--- config.mk ---
export PLATFORM = sky130hd
export DESIGN_NAME = gat_feat_stream_reader
export DESIGN_NICKNAME = d
export VERILOG_FILES = /design/src/rtl/gat_pkg.sv /design/src/rtl/gat_sync_fifo.sv /design/src/rtl/gat_feat_stream_reader.sv
export SDC_FILE = /design/constraint.sdc
export NUM_CORES = 1
export LEC_CHECK = 0
export BUFFER_PORTS_ARGS = -buffer_cell sky130_fd_sc_hd__buf_2
export CAP_MARGIN = 0
export CORE_MARGIN = 4
export CORE_UTILIZATION = 64
export CTS_CLUSTER_DIAMETER = 60
export DETAILED_ROUTE_END_ITERATION = 10
export GPL_TIMING_DRIVEN = 0
export PLACE_DENSITY = 0.93
export RECOVER_POWER = 25
export SYNTH_ARGS = -nofsm -noshare
export SYNTH_HDL_FRONTEND = slang
export SYNTH_HIERARCHICAL = 1
export SYNTH_SLANG_ARGS = --single-unit
--- constraint.sdc ---
create_clock -name clk -period 8.2 [get_ports clk]
set_clock_uncertainty 0.2 [all_clocks]
set_input_delay 0.82 -clock clk [delete_from_list [all_inputs] [get_ports clk]]
set_output_delay 0.82 -clock clk [all_outputs]
set_load 0.02 [all_outputs]
--- src/rtl/gat_pkg.sv ---
// Shared constants and state encoding for the GAT new-feature drain path.
package gat_pkg;

   localparam int unsigned NUM_SUBGRAPHS      = 2708;
   localparam int unsigned NUM_FEATURE_OUT    = 16;
   localparam int unsigned NEW_FEATURE_WIDTH  = 32;
   localparam int unsigned NEW_FEATURE_DEPTH  = NUM_SUBGRAPHS * NUM_FEATURE_OUT;
   localparam int unsigned NEW_FEATURE_ADDR_W = $clog2(NEW_FEATURE_DEPTH);

   // Word index to byte address: 32-bit words on a byte-addressed port.
   localparam int unsigned BYTE_ADDR_SHIFT = 2;

   typedef enum logic [1:0] {
      ST_IDLE,
      ST_WAIT_RDY,
      ST_STREAM,
      ST_DONE
   } gat_state_e;

endpackage

--- src/rtl/gat_sync_fifo.sv ---
// Show-ahead synchronous FIFO with occupancy count; push and pop may share a cycle.
module gat_sync_fifo #(
   parameter int unsigned WIDTH = 33,
   parameter int unsigned DEPTH = 4
) (
   input  logic                         clk,
   input  logic                         rst_n,
   input  logic                         push_i,
   input  logic [WIDTH-1:0]             wdata_i,
   input  logic                         pop_i,
   output logic [WIDTH-1:0]             rdata_o,
   output logic [$clog2(DEPTH+1)-1:0]   count_o,
   output logic                         full_o,
   output logic                         empty_o
);

   localparam int unsigned PTR_W = $clog2(DEPTH);
   localparam int unsigned CNT_W = $clog2(DEPTH+1);

   logic [WIDTH-1:0] mem_q [DEPTH];
   logic [PTR_W-1:0] wr_ptr_q;
   logic [PTR_W-1:0] rd_ptr_q;
   logic [CNT_W-1:0] count_q;
   logic [CNT_W-1:0] count_d;
   logic             push_ok;
   logic             pop_ok;

   assign full_o  = (count_q == CNT_W'(DEPTH));
   assign empty_o = (count_q == '0);
   assign pop_ok  = pop_i && !empty_o;
   assign push_ok = push_i && (!full_o || pop_ok);

   assign rdata_o = mem_q[rd_ptr_q];
   assign count_o = count_q;

   always_comb begin
      count_d = count_q;
      case ({push_ok, pop_ok})
         2'b10:   count_d = count_q + CNT_W'(1);
         2'b01:   count_d = count_q - CNT_W'(1);
         default: count_d = count_q;
      endcase
   end

   always_ff @(posedge clk or negedge rst_n) begin
      if (!rst_n) begin
         wr_ptr_q <= '0;
         rd_ptr_q <= '0;
         count_q  <= '0;
         for (int i = 0; i < int'(DEPTH); i++) begin
            mem_q[i] <= '0;
         end
      end else begin
         if (push_ok) begin
            mem_q[wr_ptr_q] <= wdata_i;
            wr_ptr_q        <= wr_ptr_q + PTR_W'(1);
         end
         if (pop_ok) begin
            rd_ptr_q <= rd_ptr_q + PTR_W'(1);
         end
         count_q <= count_d;
      end
   end

endmodule

--- src/rtl/gat_feat_stream_reader.sv ---
// Drains the new-feature BRAM in index order onto an AXI4-Stream, using a
// credit-limited read pipeline feeding a small output FIFO.
module gat_feat_stream_reader #(
   parameter int unsigned NEW_FEATURE_WIDTH  = gat_pkg::NEW_FEATURE_WIDTH,
   parameter int unsigned NUM_SUBGRAPHS      = gat_pkg::NUM_SUBGRAPHS,
   parameter int unsigned NUM_FEATURE_OUT    = gat_pkg::NUM_FEATURE_OUT,
   parameter int unsigned NEW_FEATURE_DEPTH  = NUM_SUBGRAPHS * NUM_FEATURE_OUT,
   parameter int unsigned NEW_FEATURE_ADDR_W = $clog2(NEW_FEATURE_DEPTH),
   parameter int unsigned RD_LATENCY         = 2,
   parameter int unsigned FIFO_DEPTH         = 4
) (
   input  logic                          clk,
   input  logic                          rst_n,
   input  logic                          start,
   input  logic                          gat_ready,
   output logic                          busy,
   output logic                          done,
   output logic [NEW_FEATURE_ADDR_W+1:0] feat_bram_addrb,
   input  logic [NEW_FEATURE_WIDTH-1:0]  feat_bram_dout,
   output logic [NEW_FEATURE_WIDTH-1:0]  m_axis_tdata,
   output logic                          m_axis_tvalid,
   input  logic                          m_axis_tready,
   output logic                          m_axis_tlast
);

   import gat_pkg::*;

   localparam int unsigned IDX_W = NEW_FEATURE_ADDR_W + 1;
   localparam int unsigned AW    = NEW_FEATURE_ADDR_W + 2;
   localparam int unsigned CNT_W = $clog2(FIFO_DEPTH + 1);
   localparam int unsigned SUM_W = CNT_W + 1;
   localparam int unsigned FW    = NEW_FEATURE_WIDTH + 1;

   gat_state_e             state_q, state_d;
   logic [IDX_W-1:0]       rd_idx_q, rd_idx_d;
   logic [IDX_W-1:0]       beat_idx_q, beat_idx_d;
   logic [AW-1:0]          addr_q, addr_d;
   logic [RD_LATENCY-1:0]  pipe_vld_q, pipe_vld_d;
   logic [RD_LATENCY-1:0]  pipe_last_q, pipe_last_d;
   logic [CNT_W-1:0]       inflight_q, inflight_d;
   logic                   busy_q, busy_d;
   logic                   done_q, done_d;

   logic                   issue_c;
   logic                   retire_c;
   logic                   pop_c;
   logic [AW-1:0]          issue_addr_c;
   logic [SUM_W-1:0]       credit_used_c;
   logic [FW-1:0]          fifo_wdata;
   logic [FW-1:0]          fifo_rdata;
   logic [CNT_W-1:0]       fifo_count;
   logic                   fifo_full;
   logic                   fifo_empty;

   // A read may issue only while every pipe slot is guaranteed a FIFO entry.
   assign credit_used_c = SUM_W'(fifo_count) + SUM_W'(inflight_q);
   assign issue_c       = (state_q == ST_STREAM)
                          && (rd_idx_q < IDX_W'(NEW_FEATURE_DEPTH))
                          && !fifo_full
                          && (credit_used_c < SUM_W'(FIFO_DEPTH));
   assign issue_addr_c  = AW'(rd_idx_q) << BYTE_ADDR_SHIFT;
   assign retire_c      = pipe_vld_q[RD_LATENCY-1];
   assign pop_c         = !fifo_empty && m_axis_tready;

   // Address is presented in the issue cycle so BRAM latency counts from here.
   assign feat_bram_addrb = issue_c ? issue_addr_c : addr_q;

   assign fifo_wdata    = {pipe_last_q[RD_LATENCY-1], feat_bram_dout};
   assign m_axis_tvalid = !fifo_empty;
   assign m_axis_tdata  = fifo_empty ? '0 : fifo_rdata[NEW_FEATURE_WIDTH-1:0];
   assign m_axis_tlast  = !fifo_empty && fifo_rdata[FW-1];
   assign busy          = busy_q;
   assign done          = done_q;

   gat_sync_fifo #(
      .WIDTH (FW),
      .DEPTH (FIFO_DEPTH)
   ) u_fifo (
      .clk     (clk),
      .rst_n   (rst_n),
      .push_i  (retire_c),
      .wdata_i (fifo_wdata),
      .pop_i   (pop_c),
      .rdata_o (fifo_rdata),
      .count_o (fifo_count),
      .full_o  (fifo_full),
      .empty_o (fifo_empty)
   );

   // Latency pipe: valid bit plus the tlast tag travel alongside the BRAM read.
   always_comb begin
      pipe_vld_d  = RD_LATENCY'({pipe_vld_q, issue_c});
      pipe_last_d = RD_LATENCY'({pipe_last_q,
                                 issue_c && (rd_idx_q == IDX_W'(NEW_FEATURE_DEPTH - 1))});
      inflight_d  = inflight_q + CNT_W'(issue_c) - CNT_W'(retire_c);
   end

   always_comb begin
      state_d    = state_q;
      rd_idx_d   = rd_idx_q;
      beat_idx_d = beat_idx_q;
      addr_d     = addr_q;
      case (state_q)
         ST_IDLE: begin
            rd_idx_d   = '0;
            beat_idx_d = '0;
            if (start) begin
               state_d = ST_WAIT_RDY;
            end
         end
         ST_WAIT_RDY: begin
            if (gat_ready) begin
               state_d = ST_STREAM;
            end
         end
         ST_STREAM: begin
            if (issue_c) begin
               rd_idx_d = rd_idx_q + IDX_W'(1);
               addr_d   = issue_addr_c;
            end
            if (pop_c) begin
               beat_idx_d = beat_idx_q + IDX_W'(1);
            end
            if (pop_c && (beat_idx_q == IDX_W'(NEW_FEATURE_DEPTH - 1))
                && (rd_idx_q == IDX_W'(NEW_FEATURE_DEPTH))) begin
               state_d = ST_DONE;
               addr_d  = '0;
            end
         end
         ST_DONE: begin
            state_d = ST_IDLE;
         end
         default: begin
            state_d = ST_IDLE;
         end
      endcase
      busy_d = (state_d != ST_IDLE);
      done_d = (state_d == ST_DONE);
   end

   always_ff @(posedge clk or negedge rst_n) begin
      if (!rst_n) begin
         state_q     <= ST_IDLE;
         rd_idx_q    <= '0;
         beat_idx_q  <= '0;
         addr_q      <= '0;
         pipe_vld_q  <= '0;
         pipe_last_q <= '0;
         inflight_q  <= '0;
         busy_q      <= 1'b0;
         done_q      <= 1'b0;
      end else begin
         state_q     <= state_d;
         rd_idx_q    <= rd_idx_d;
         beat_idx_q  <= beat_idx_d;
         addr_q      <= addr_d;
         pipe_vld_q  <= pipe_vld_d;
         pipe_last_q <= pipe_last_d;
         inflight_q  <= inflight_d;
         busy_q      <= busy_d;
         done_q      <= done_d;
      end
   end

endmodule

After elaboration in Yosys (flattened, before gate mapping)
Index checks and enable logic that the tools add are counted.

Bits in registers: 202. Input port bits: 37. Output and inout bits: 54. Logic and storage cells: 83.

Add/subtract/negate cells: 9. Order comparisons: 5. Equality and inequality tests: 12. Multiplexer cells: 18. Bitwise operators: 2. Reduce and logical (&&, ||, !) cells: 21.

Operators with widths (count): bitwise mux 132 bit (1); two-way mux 33 bit (3); one-hot mux 17 bit (2 select lines) (2); binary-select mux 33 bit (select 2 bit) (1); demux 33 bit (select 2 bit) (1); equality test 17 x 16 -> 1 bit, second input constant (3); two-way mux 18 bit (2); adder 17 x 1 -> 17 bit, second input constant (2); two-way mux 17 bit (2); two-way mux 32 bit (1); < comparator 17 x 16 -> 1 bit, second input constant (1); logical AND 1 bit (11); equality test 2 bit, second input constant (4); one-hot mux 2 bit (4 select lines) (1); greater-or-equal comparator 3 bit, second input constant (2); two-way mux 2 bit (3); NOT 2 -> 3 bit (2); one-hot mux 3 bit (2 select lines) (1); nonzero test 2 bit (3); adder 2 x 1 -> 2 bit, second input constant (2); adder 3 x 3 -> 4 bit (1); equality test 2 x 1 -> 1 bit, second input constant (2); < comparator 4 x 3 -> 1 bit, second input constant (1); inequality test 2 bit, second input constant (2); other kinds (11) (13).

Logic depth before layout (Yosys ltp)
Gate-level depths: netlist (run 1).

Word-level depth: 8. Mapped depth: 13. Depth with buffers taken out: 11.

Cells and area by module
The synthesis (run 1) kept the hierarchy.

By module, submodules not included: gat_sync_fifo (instances 1, cells an instance 358, area an instance 6150.9 um2, sequential area each 3478.3 um2); gat_feat_stream_reader (instances 1, cells an instance 383, area an instance 3405.8 um2, sequential area each 1576.5 um2).

Worst setup path before layout (run 1)
OpenSTA, ideal clock, no wires.

Path kind: register -> output. Start: reg u_fifo.count_q[2], in the netlist u_fifo/count_o[2]. End: out feat_bram_addrb[2]. Data arrival time: 2.285 ns. Required time: 7.180 ns. Slack: 4.895 ns. Cell stages (with the launch flop): 7. Buffers on the path: 2. Cells stage by stage: dfrtp_1 -> ha_1 -> a2111o_1 -> or3_4 -> clkbuf_1 -> clkbuf_1 -> o21ai_0.

Word-level cells in the longest chain between the ends: 5. Elaborated cells between the ends (all ways): 7. Classes of those cells: add/sub: 1; order compare: 1; eq/ne: 1; mux: 1; reduce/logical: 3.

Ends and longest elaborated chain: from (decl) (line gat_sync_fifo.sv:23) `logic [CNT_W-1:0] count_q;`; from (signal assigned) (line gat_sync_fifo.sv:61) `count_q <= count_d;`; parallel branches: the longest is 3 deep, another holds adder 3 x 3 -> 4 bit; logical AND 1 bit (*) (line gat_feat_stream_reader.sv:60) `&& (credit_used_c < SUM_W'(FIFO_DEPTH));`; two-way mux 18 bit (*); to (decl) (line gat_feat_stream_reader.sv:18) `output logic [NEW_FEATURE_ADDR_W+1:0] feat_bram_addrb,`.

Every way passes the cells marked *.

Final worst setup path (run 1)
Start: reg u_fifo.count_q[0], in the netlist u_fifo/count_o[0]. End: out feat_bram_addrb[13].

Word-level cells in the longest chain between the ends: 5. Elaborated cells between the ends (all ways): 7. Classes of those cells: add/sub: 1; order compare: 1; eq/ne: 1; mux: 1; reduce/logical: 3.

Ends and longest elaborated chain: equality test 3 bit (line gat_sync_fifo.sv:28) `assign full_o = (count_q == CNT_W'(DEPTH));`; net fifo_full (line gat_feat_stream_reader.sv:52) `logic fifo_full;`; zero test 1 bit (line gat_feat_stream_reader.sv:59) `&& !fifo_full`; logical AND 1 bit (line gat_feat_stream_reader.sv:59); logical AND 1 bit (line gat_feat_stream_reader.sv:60); net issue_c (line gat_feat_stream_reader.sv:44) `logic issue_c;`; two-way mux 18 bit.

The timed path passes the listed nets, and every way through them passes these cells.

==> metrics.md, run 1 <==
| Metric | Value |
|---|---|
| Outcome | finished clean |
| VDD IR max | 255 uV |
| Top-area cell type share of the netlist area | between 50 and 60% |
| Worst R2R Path Depth | 13 |
| Setup crit end kind | output pin |
| Gpl congestion | about 0.9 |
| First drt pass iteration count | 5 |
| Clk pin slew, worst setup/hold paths | approximately 60 ps |
| Top FF cell, synth | dfrtp_1 |
| Core area | between 10000 and 15000 sq um |
| Worst Max-Slew Pin Slew | around 840 ps |
| CP Launch Type | register |
| WL per Instance | just under 20 microns |
| Share of layout cells above drive strength 1 | 37.1% |
| Hold slack final | around 140 ps |
| Drt first-iter violations | between 300 and 400 |
| Area grow syn2layout | 15.3% |
| Synth warnings | 6 |
| DRC | 0 |
| Relative slew slack | 42.6% |
| Filler cell count in the final layout | ~860 |
| RSZ-0062 raised after global routing | false |
| Count of cell types in the netlist | between 50 and 60 |
| Max FO, Critical Path | 10 |
| Top-count cell post-synth | dfrtp_1 |
| NumNets Final | slightly above 900 |
| First-pass GRT wire length | around 34000 microns |
| DIE AREA | 17000 sq um |
| Ys async rst share | 100% |
| Worst flop-to-flop path startpoint | u_fifo/count_o[0]$_DFFE_PN0P_ |
| Post-synth top area cell | dfrtp_1 |
| WS Path Type | register to output pin |
| Final Cell Area | ~11000 sq um |
| Cell Area, Synth | 9560 sq um |
| Final Hold Viols | 0 |
| Crit share post-route | approximately 49% |
| Worst reg-to-reg setup slack | 4470 ps |
| Reg2reg end | inflight_q[2]$_DFF_PN0_ |
| Fmax | between 200 and 300 MHz |
| Ant diodes | 0 |
| Hold-fix buffers, CTS | 0 |
| Cell area after placement | slightly above 10000 sq um |
| Post-CTS Setup Bufs | 0 |
| Initial Util | between 60 and 70% |
| Htree depth | 1 |
| CTS Buffer Depth | 3 |
| Die W | ~130 microns |
| Synth top area cells | dfrtp_1 (53%), mux2_2 (16%), mux4_2 (7.8%), nand2_1 (2.9%), nor2b_1 (2.4%) |
| Row Count | 44 |
| Post-route ant nets | 0 |
| Net Count, Synth | ~790 |
| Avg Cell Area, Syn | about 13 sq um |
| Sequential cell area fraction in the yosys report | a little over half |
| TritonCTS buffer count | 21 |
| Synth Register Bits | a little over 200 |
| Synth top cells by count | dfrtp_1 (202), mux2_2 (133), nand2_1 (74), nor2b_1 (37), mux4_2 (33) |
| Min Tclk post-route | 4000 ps |
| Mapped Cells | 741 |
| Crit path from | u_fifo/count_o[0]$_DFFE_PN0P_ |
| Post-Place Worst Slack | around 4500 ps |
| Vias post-DR | roughly 6400 |
| Clock latency on the worst-skew pair | approximately 500 ps |
| Max-slew violation count | 0 |
| Post-DP HPWL | around 14000 microns |
| Count of final setup violators | 0 |
| FF+latch area | 5050 sq um |
| WL final | roughly 21000 microns |
| CTS tree | built |
| Pleak | approximately 4.8 nW |
| Final Util | ~76% |
| WP data arrival | 2980 ps |
| Post_cts resized | 0 |
| IO Count | around 90 |
| CTS Root Cell | clkbuf_16 |
| Vias in the first global route | approximately 6700 |
| Max-cap violations | 0 |
| Die Y | roughly 130 microns |
| Vias/cell | between 6 and 7 |
| Initial antenna violation count | 0 |
| Pin count of the biggest net entering global routing | roughly 100 |
| Final WS setup | 4200 ps |
| CP endpoint | feat_bram_addrb[13] |
| CP Data Required Time | about 7000 ps |
| GRT Residual Overflow | 0 |
| All-Layer GR Usage | between 20% and 30% |
| TNS Setup | 0 ps |
| CTS Sinks | 202 |
| Power density cells | just under 400 nW/um^2 |
| IO buf count | 90 |
| Footprint of the multi-input gates | 4180 sq um |
| HP Class | input pin to async pin |
| Number of synthesized flops with an enable pin | 0 |
==> cells in the final DEF (no fill, tap or decap), types with 4 or more instances in the layout <==
cell type  Yosys  layout
nor4_1         4       4
dfrtp_1      202     202
nand2_1       74      74
clkbuf_16      0      21
mux2_2       133     133
xor2_1         9       9
mux4_2        33      33
nor2_1        18      18
clkinv_2       0       5
a22o_1        16      16
or3_1         10      10
nand3_1       12      12
buf_6         12      12
nor2_2         4       4
clkbuf_8       0       5
o21ai_0       22      22
nand4_1       14      14
a21oi_1       16      16
xnor2_1        7       7
ha_1          12      12
nor3_1         8       7
buf_2          6      95
or4_1          8       8
o31ai_1        7       7
nor2b_1       37      37
inv_1         16      16
clkbuf_1      23      24
==> metal layers <==
layer  up-vias  part of all wire (%)  GRT usage, %
li1       2901                     -             -
met4         0                   2.6          7.46
met5         -                     0             0
met3        44                   5.2          4.38
met1      3299                    41          33.7
met2       194                    52          44.1
==> worst max-delay path: stages, from the launching register on <==
cell and delay [ps]:
dfrtp_1 510, inv_1 130, and3_1 180, nor3_1 190, nand2_1 120, or3_4 420
clkinv_1 140, buf_1 410, nand2_1 140, nand2_1 80, buf_2 160
==> power by group <==
part           leakage (nW)  internal [mW]  switching, mW
Combinational          1.94          0.837          0.836
Sequential             2.49           1.37          0.227
Clock                 0.367          0.612          0.388
Total                  4.80           2.82           1.45
==> logic make-up (layout without fill, tap and decap cells) <==
| kind of cell | after synthesis | count (layout) | share of synthesized area [%] |
|---|---|---|---|
| buf+inv | 60 | 189 | 3.38 |
| simple gates | 209 | 209 | 11.7 |
| xor+xnor | 16 | 16 | 1.47 |
| fa+ha+maj | 14 | 14 | 1.99 |
| mux | 167 | 167 | 23.6 |
| flops | 202 | 202 | 52.9 |
| compound gates | 73 | 73 | 5.01 |
==> stage by stage <==
step                      cells  total power, mW
after CTS                  1054             4.30
after detailed placement   1016             3.26
after floorplan             741             2.79
after global routing       1054             4.51
after global placement     1015             3.15
final                      1054             4.27
==> flip-flops by register name (all words and copies together) (netlist names) <==
register / count
beat_idx_q: 17
pipe_last_q: 2
done: 1
u_fifo/rd_ptr_q: 2
rd_idx_q: 17
pipe_vld_q: 2
inflight_q: 3
u_fifo/mem_q: 132
u_fifo/count_o: 3
state_q: 2
addr_q: 18
u_fifo/wr_ptr_q: 2
busy: 1
==> area by class of cell <==
| type | count | area share [%] |
|---|---|---|
| repair buffers | 91 | 4.43 |
| clock buffers | 27 | 5.43 |
| multi-input cells | 479 | 38.0 |
| clock inverters | 11 | 1.27 |
| well taps | 184 | 2.09 |
| inverters | 17 | 0.579 |
| plain buffers | 43 | 2.35 |
| flip-flops and latches | 202 | 45.9 |
==> how the worst min path moves through the flow <==
stage / end / startpoint / cells after the start / slack, ps
after floorplan: pipe_last_q[1]$_DFF_PN0_ / pipe_last_q[0]$_DFF_PN0_ / 0 / 130
after global placement: pipe_last_q[1]$_DFF_PN0_ / pipe_last_q[0]$_DFF_PN0_ / 0 / 140
after detailed placement: pipe_vld_q[1]$_DFF_PN0_ / pipe_vld_q[0]$_DFF_PN0_ / 0 / 140
after CTS: pipe_vld_q[1]$_DFF_PN0_ / pipe_vld_q[0]$_DFF_PN0_ / 0 / 160
after global routing: u_fifo/mem_q[102]$_DFFE_PN0P_ / rst_n / 1 / 180
final: u_fifo/mem_q[102]$_DFFE_PN0P_ / rst_n / 1 / 140
(Power assumes the default switching activity.)
==> run 2: changes to the inputs <==
--- a/config.mk
+++ b/config.mk
@@ -8,11 +8,11 @@
 export BUFFER_PORTS_ARGS = -buffer_cell sky130_fd_sc_hd__buf_2
 export CAP_MARGIN = 0
 export CORE_MARGIN = 4
-export CORE_UTILIZATION = 64
+export CORE_UTILIZATION = 54
 export CTS_CLUSTER_DIAMETER = 60
 export DETAILED_ROUTE_END_ITERATION = 10
 export GPL_TIMING_DRIVEN = 0
-export PLACE_DENSITY = 0.93
+export PLACE_DENSITY = 0.85
 export RECOVER_POWER = 25
 export SYNTH_ARGS = -nofsm -noshare
 export SYNTH_HDL_FRONTEND = slang
==> constraint.sdc (replaced) <==
create_clock -name clk -period 3.25 [get_ports clk]
set_clock_uncertainty 0.2 [all_clocks]
set_input_delay 0.325 -clock clk [delete_from_list [all_inputs] [get_ports clk]]
set_output_delay 0.325 -clock clk [all_outputs]
set_load 0.02 [all_outputs]
==> run 2 against run 1 <==
Effect of this change:
- via count increased by 2.5%
- die area increased by 17%
- final cell count increased by 8.6%
- global-route usage decreased by 4.2 points
- utilization decreased by 8.1 points
- non-clock buffer count increased by 50
- wire length increased by 0.92%
- setup slack got worse by 4200 ps
- combinational power increased to 2.7 times the previous value
- clock power increased by 150%
- sequential cell count unchanged
- first-iteration DRC count decreased by 7.1%
- critical path type is now register to register
- critical endpoint is now inflight_q[2]$_DFF_PN0_
- largest cell class unchanged
==> metrics.md, run 2 (synthesis results as in run 1) <==
| Metric | Value |
|---|---|
| Outcome | finished clean |
| First drt pass iteration count | 5 (unchanged) |
| Core area | 17300 sq um (+19%) |
| Post-DP HPWL | 13600 microns (-1.3%) |
| Pleak | 5.05 nW (+5.4%) |
| Top reg by flops | u_fifo/mem_q |
| Count of final setup violators | 0 (unchanged) |
| CTS tree | built |
| Final Hold Viols | 0 (unchanged) |
| Drt first-iter violations | 351 (-7.1%) |
| Setup crit end kind | register |
| Clk pin slew, worst setup/hold paths | 60 ps (about the same) |
| Max-cap violations | 0 (unchanged) |
| IO buf count | 90 (unchanged) |
| Post-Place Worst Slack | -736 ps (-5270 ps) |
| Initial antenna violation count | 0 (unchanged) |
| Vias in the first global route | 6830 (+2.0%) |
| DRC | 0 (unchanged) |
| First-pass GRT wire length | 34700 microns (+0.92%) |
| Crit share post-route | just under 100% |
| TritonCTS buffer count | 22 (+4.8%) |
| Die W | 141 microns (+8.3%) |
| WL per Instance | 18.4 microns (-7.1%) |
| CTS Sinks | 202 (unchanged) |
| WL final | 21100 microns (+0.92%) |
| Htree depth | 1 (unchanged) |
| Clock latency on the worst-skew pair | 500 ps (about the same) |
| CTS Root Cell | clkbuf_16 |
| Max-slew violation count | 0 (unchanged) |
| FF+latch area | 5060 sq um (about the same) |
| CP Data Required Time | 3430 ps (-3750 ps) |
| Worst reg-to-reg setup slack | 50 ps (-4420 ps) |
| CP Launch Type | register |
| VDD IR max | 586 uV (+130%) |
| NumNets Final | 957 (+5.6%) |
| Worst R2R Path Depth | 11 (-2) |
| Hold Path End | pipe_last_q[1]$_DFF_PN0_ |
| CTS Buffer Depth | 3 (unchanged) |
| WHS Path Cells | 0 |
| HP Class | register to register |
| Design Power | 11.0 mW (+160%) |
| Combinational Power Share | 41.0% (+1.8 points) |
| Clock share of power | 22.6% (-0.8 points) |
| Pint | 7.28 mW (+160%) |
| Vias/cell | 5.76 (-5.7%) |
| Relative slew slack | 6.55% (-36 points) |
| Die Y | 141 microns (+8.3%) |
| Most common cell after layout, fill and taps aside | dfrtp_1 |
| Max FO, Critical Path | 10 (unchanged) |
| Largest registers | u_fifo/mem_q (132), addr_q (18) |
| Worst Max-Slew Pin Slew | 1400 ps (+563 ps) |
| DIE AREA | 19900 sq um (+17%) |
| Vias post-DR | 6597 (+2.5%) |
| Final Cell Area | 11700 sq um (+5.9%) |
| Filler cell count in the final layout | 1159 (+35%) |
| Pin count of the biggest net entering global routing | 76 (-27%) |
| Footprint of the multi-input gates | 4240 sq um (+1.4%) |
| Initial Util | 55.3% (-10 points) |
| Power density cells | 940 nW/um^2 (+140%) |
| RSZ-0062 raised after global routing | true |
| Post-route ant nets | 0 (unchanged) |
| Share of layout cells above drive strength 1 | 38.6% (+1.5 points) |
| Worst flop-to-flop path startpoint | u_fifo/count_o[2]$_DFFE_PN0P_ |
| Final WS setup | 47.7 ps (-4160 ps) |
| Seq pwr share | 36.4% (-1.0 points) |
| WP data arrival | 3390 ps (+410 ps) |
| Hold Crit Start | pipe_last_q[0]$_DFF_PN0_ |
| Ant diodes | 0 (unchanged) |
| Row Count | 48 (+9.1%) |
| Min Tclk post-route | between 3000 and 4000 ps |
| Fmax | 312 MHz |
| GRT Residual Overflow | 0 (unchanged) |
| Gpl congestion | 0.876 (-3.4%) |
| Switching share of power | 33.7% (-0.31 points) |
| WS Path Type | register to register |
| All-Layer GR Usage | 21.4% (-4.2 points) |
| IO Count | 91 (unchanged) |
| Area grow syn2layout | 22.1% |
| Reg2reg end | inflight_q[2]$_DFF_PN0_ |
| Max reg flops | 132 (unchanged) |
| Cell area after placement | 10400 sq um (+0.72%) |
| Most frequent cells in the layout | dfrtp_1 (199), mux2_2 (133), buf_2 (94), nand2_1 (74), nor2b_1 (37) |
| Net Sw Power | 3.69 mW (+150%) |
==> run 2: cell types whose count changed in the layout (fill, tap and decap cells not counted), sizes merged <==
cell and delta:
clkinvlp +1, buf +18, bufinv -1, dlygate4sd3 +35
inv -2, clkinv -1
==> run 2: worst max-delay path: stages (launching register included) <==
cell	delay, ps
dfrtp_2	430
ha_4	240
a2111o_1	410
or3_4	420
clkbuf_16	180
buf_12	140
ha_4	250
inv_1	30
ha_2	160
fa_2	350
xnor2_2	150
xnor2_1	130
==> run 2: worst max path at each step <==
stage                             startpoint                             to  slack [ps]  cells after the start
2_1_floorplan  u_fifo/count_o[2]$_DFFE_PN0P_        inflight_q[2]$_DFF_PN0_          20                     11
3_3_place_gp                           rst_n      beat_idx_q[1]$_DFFE_PN0P_       -1660                      1
3_5_place_dp   u_fifo/count_o[0]$_DFFE_PN0P_  u_fifo/count_o[2]$_DFFE_PN0P_        -740                     11
4_1_cts        u_fifo/count_o[2]$_DFFE_PN0P_  u_fifo/count_o[2]$_DFFE_PN0P_         -30                     13
5_1_grt        u_fifo/count_o[2]$_DFFE_PN0P_        inflight_q[2]$_DFF_PN0_         -40                     11
6_report       u_fifo/count_o[2]$_DFFE_PN0P_        inflight_q[2]$_DFF_PN0_          50                     11
==> run 2: power by group through the flow <==
stage	clock network, mW	registers (mW)	logic [mW]
final	2.48	3.99	4.50
after global routing	2.63	4.08	4.87
after CTS	2.52	3.97	4.38
after detailed placement	0	4.00	4.18
after global placement	0	3.94	4.04
after floorplan	0	3.84	3.21
==> run 2: cell type report <==
class / instances / share of cell area, %
plain buffers: 41 / 2.67
clock buffers: 30 / 5.32
clock inverters: 8 / 0.890
inverters: 17 / 0.579
multi-input cells: 479 / 36.4
flip-flops and latches: 202 / 43.4
well taps: 225 / 2.41
repair buffers: 143 / 8.39
==> run 2: per-stage QoR <==
step	setup TNS (ps)	hold WS [ps]	cells	utilization [%]
2_1_floorplan	0	-171	741	-
3_3_place_gp	-351990	133	1056	59.5
3_5_place_dp	-18600	70.8	1058	59.9
4_1_cts	-26.8	138	1139	66.8
5_1_grt	-72.2	160	1145	67.4
6_report	0	144	1145	67.4
==> run 2: routing by layer <==
metal  part of all wire (%)  global-route usage, %  up-vias
met3                    4.9                   2.95       40
met4                    2.3                   5.81        0
met1                     41                   28.0     3365
met5                      0                      0        -
li1                       -                      -     2999
met2                     51                   37.6      193
==> run 2: timing repair <==
action	CTS	global route
gates resized for setup	17	23
buffers inserted	8	8
setup endpoints to repair	186	17
hold buffers	35	0
pin swaps	6	7
hold endpoints to repair	255	0
==> run 3: changes to the inputs <==
--- a/config.mk
+++ b/config.mk
@@ -8,11 +8,11 @@
 export BUFFER_PORTS_ARGS = -buffer_cell sky130_fd_sc_hd__buf_2
 export CAP_MARGIN = 0
 export CORE_MARGIN = 4
-export CORE_UTILIZATION = 54
+export CORE_UTILIZATION = 50
 export CTS_CLUSTER_DIAMETER = 60
 export DETAILED_ROUTE_END_ITERATION = 10
 export GPL_TIMING_DRIVEN = 0
-export PLACE_DENSITY = 0.85
+export PLACE_DENSITY = 0.8
 export RECOVER_POWER = 25
 export SYNTH_ARGS = -nofsm -noshare
 export SYNTH_HDL_FRONTEND = slang
==> run 3 against run 2 <==
Effect of this change:
- wire length up 0.75%
- sequential power about the same
- critical path depth up 1
- die area up 7.5%
- cell area up 1.3%
- final cell count up 1.1%
- clock power down 4%
- sequential cell count unchanged
- global-route usage down 1.8 points
- utilization down 4.5 points
- total power down 0.51%
- the flow now finishes with violations (setup timing)
- count of clock-buffer cells in the layout unchanged
- highest routed layer unchanged
==> metrics.md, run 3 (synthesis results as in run 1) <==
| Metric | Value |
|---|---|
| Failing checks | setup timing |
| TritonCTS buffer count | 22 (unchanged) |
| WS Path Type | register to register |
| First drt pass iteration count | 4 (-1) |
| Worst Max-Slew Pin Slew | 1470 ps (+63.3 ps) |
| Initial antenna violation count | 0 (unchanged) |
| Most numerous cell on the critical path | ha_4 |
| CTS Sinks | 202 (unchanged) |
| VDD IR max | 535 uV (-8.8%) |
| Post-route ant nets | 0 (unchanged) |
| Max reg flops | 132 (unchanged) |
| Die Y | 146 microns (+3.7%) |
| Critical Path Max Stage Delay | 410 ps (-20 ps) |
| WP data arrival | 3440 ps (+50 ps) |
| Core area | 18800 sq um (+8.5%) |
| Ant diodes | 0 (unchanged) |
| Vias/cell | 5.61 (-2.6%) |
| Outcome | finished, violations left |
| Initial Util | 50.9% (-4.3 points) |
| Pleak | 5.13 nW (+1.5%) |
| Drt first-iter violations | 412 (+17%) |
| Clk pin slew, worst setup/hold paths | 60 ps (about the same) |
| WL per Instance | 18.4 microns (-0.38%) |
| Share of layout cells above drive strength 1 | 40.3% (+1.7 points) |
| RSZ-0062 raised after global routing | true |
| All-Layer GR Usage | 19.6% (-1.8 points) |
| Count of final setup violators | 1 (+1) |
| Fmax | 307 MHz (-1.6%) |
| Most frequent cells in the layout | dfrtp_1 (199), mux2_2 (133), buf_2 (81), nand2_1 (58), nor2b_1 (37) |
| Area grow syn2layout | 23.6% |
| Htree depth | 1 (unchanged) |
| CTS tree | built |
| CP Data Required Time | 3440 ps (about the same) |
| Max FO, Critical Path | 8 (-2) |
| WL final | 21300 microns (+0.75%) |
| First-pass GRT wire length | 34800 microns (+0.16%) |
| CP max-delay cell | or3_4 |
| Final Hold Viols | 0 (unchanged) |
| DRC | 0 (unchanged) |
| Clock latency on the worst-skew pair | 510 ps (about the same) |
| Final WS setup | -2.85 ps (-50.5 ps) |
| Min Tclk post-route | 3250 ps (+50.5 ps) |
| Row Count | 50 (+4.2%) |
| Crit share post-route | 100% (+1.6 points) |
| FF+latch area | 5060 sq um (unchanged) |
| Largest registers | u_fifo/mem_q (132), addr_q (18) |
| CP delay by family, top | adder cells |
| Pin count of the biggest net entering global routing | 110 (+45%) |
| IO Count | 91 (unchanged) |
| Worst path bufs/invs | 4 (+1) |
| CP Launch Type | register |
| Setup crit end kind | register |
| Most common cell after layout, fill and taps aside | dfrtp_1 |
| HP Class | register to register |
| Filler cell count in the final layout | 1376 (+19%) |
| TNS Setup | -2.85 ps (-2.85 ps) |
| Power density cells | 924 nW/um^2 (-1.8%) |
| Max-slew violation count | 0 (unchanged) |
| DIE AREA | 21400 sq um (+7.5%) |
| Vias in the first global route | 6800 (-0.44%) |
| NumNets Final | 962 (+0.52%) |
| CTS Root Cell | clkbuf_16 |
| Design Power | 10.9 mW (-0.51%) |
| Gpl congestion | 0.830 (-5.2%) |
| Post-DP HPWL | 13500 microns (-0.78%) |
| Top reg by flops | u_fifo/mem_q |
| Vias post-DR | 6499 (-1.5%) |
| Die W | 146 microns (+3.7%) |
| Relative slew slack | 2.32% (-4.2 points) |
| Crit-path cells | buf_6, ha_4, a2111o_1, or3_4, clkbuf_16, clkbuf_16, ha_4, inv_2, ha_4, fa_2, xnor2_2, xnor2_1 |
| IO buf count | 90 (unchanged) |
| Footprint of the multi-input gates | 4310 sq um (+1.4%) |
| GRT Residual Overflow | 0 (unchanged) |
| Max-cap violations | 0 (unchanged) |
| CTS Buffer Depth | 3 (unchanged) |
==> run 3: cell count changes in the layout (fill, tap and decap cells not counted), sizes merged <==
| cell | previous run | this run |
|---|---|---|
| clkbuf | 50 | 53 |
| buf | 129 | 131 |
| bufinv | 2 | 1 |
| clkinvlp | 2 | 1 |
| inv | 16 | 17 |
==> run 3: path summary, 6_finish.rpt <==
| path | slack, ps | end | depth (start not counted) | startpoint |
|---|---|---|---|---|
| setup / recovery | -3 | inflight_q[2]$_DFF_PN0_ | 12 | u_fifo/count_o[2]$_DFFE_PN0P_ |
| hold / removal | 150 | pipe_vld_q[1]$_DFF_PN0_ | 0 | pipe_vld_q[0]$_DFF_PN0_ |
| setup reg to reg | -3 | inflight_q[2]$_DFF_PN0_ | 12 | u_fifo/count_o[2]$_DFFE_PN0P_ |
| hold reg to reg | 150 | pipe_vld_q[1]$_DFF_PN0_ | 0 | pipe_vld_q[0]$_DFF_PN0_ |
| max in group asynchronous | 1180 | u_fifo/count_o[0]$_DFFE_PN0P_ | 3 | rst_n |
| min in group asynchronous | 540 | u_fifo/mem_q[110]$_DFFE_PN0P_ | 2 | rst_n |
==> run 3: where the power goes <==
group / internal, mW / switching (mW)
Clock: 1.39 / 0.984
Combinational: 2.34 / 2.20
Sequential: 3.46 / 0.524
Total: 7.20 / 3.71
==> run 3: final cells by class <==
cell class,count,area share (%)
Buffer,43,2.73
Timing Repair Buffer,146,9.15
Clock inverter,7,0.635
Sequential cell,202,42.8
Tap cell,234,2.48
Clock buffer,30,5.17
Inverter,17,0.572
Multi-Input combinational cell,479,36.4
==> run 3: repair_timing <==
item | 4_1_cts | 5_1_grt
setup buffers | 5 | 13
pin swaps | 7 | 15
resized for setup | 20 | 65
hold buffers | 35 | 0
gates cloned | 0 | 2
hold endpoints to repair | 239 | 0
endpoints found under the setup margin | 193 | 18
==> run 3: through the flow <==
stage	hold WS (ps)	std cells	worst slack, ps	utilization, %	instance area [sq um]
2_1_floorplan	-171	741	17.6	-	9560
3_3_place_gp	132	1065	-1700	54.9	10300
3_5_place_dp	135	1066	-854	55.1	10300
4_1_cts	148	1143	-116	61.3	11500
5_1_grt	152	1158	-90.3	62.9	11800
6_report	148	1158	-2.85	62.9	11800
==> run 3: per-layer routing <==
layer	global-route usage [%]	up-vias	part of all wire [%]
li1	-	2998	-
met1	26.0	3299	42
met2	34.4	170	52
met3	2.92	32	4.5
met4	4.66	0	1.9
met5	0	-	0
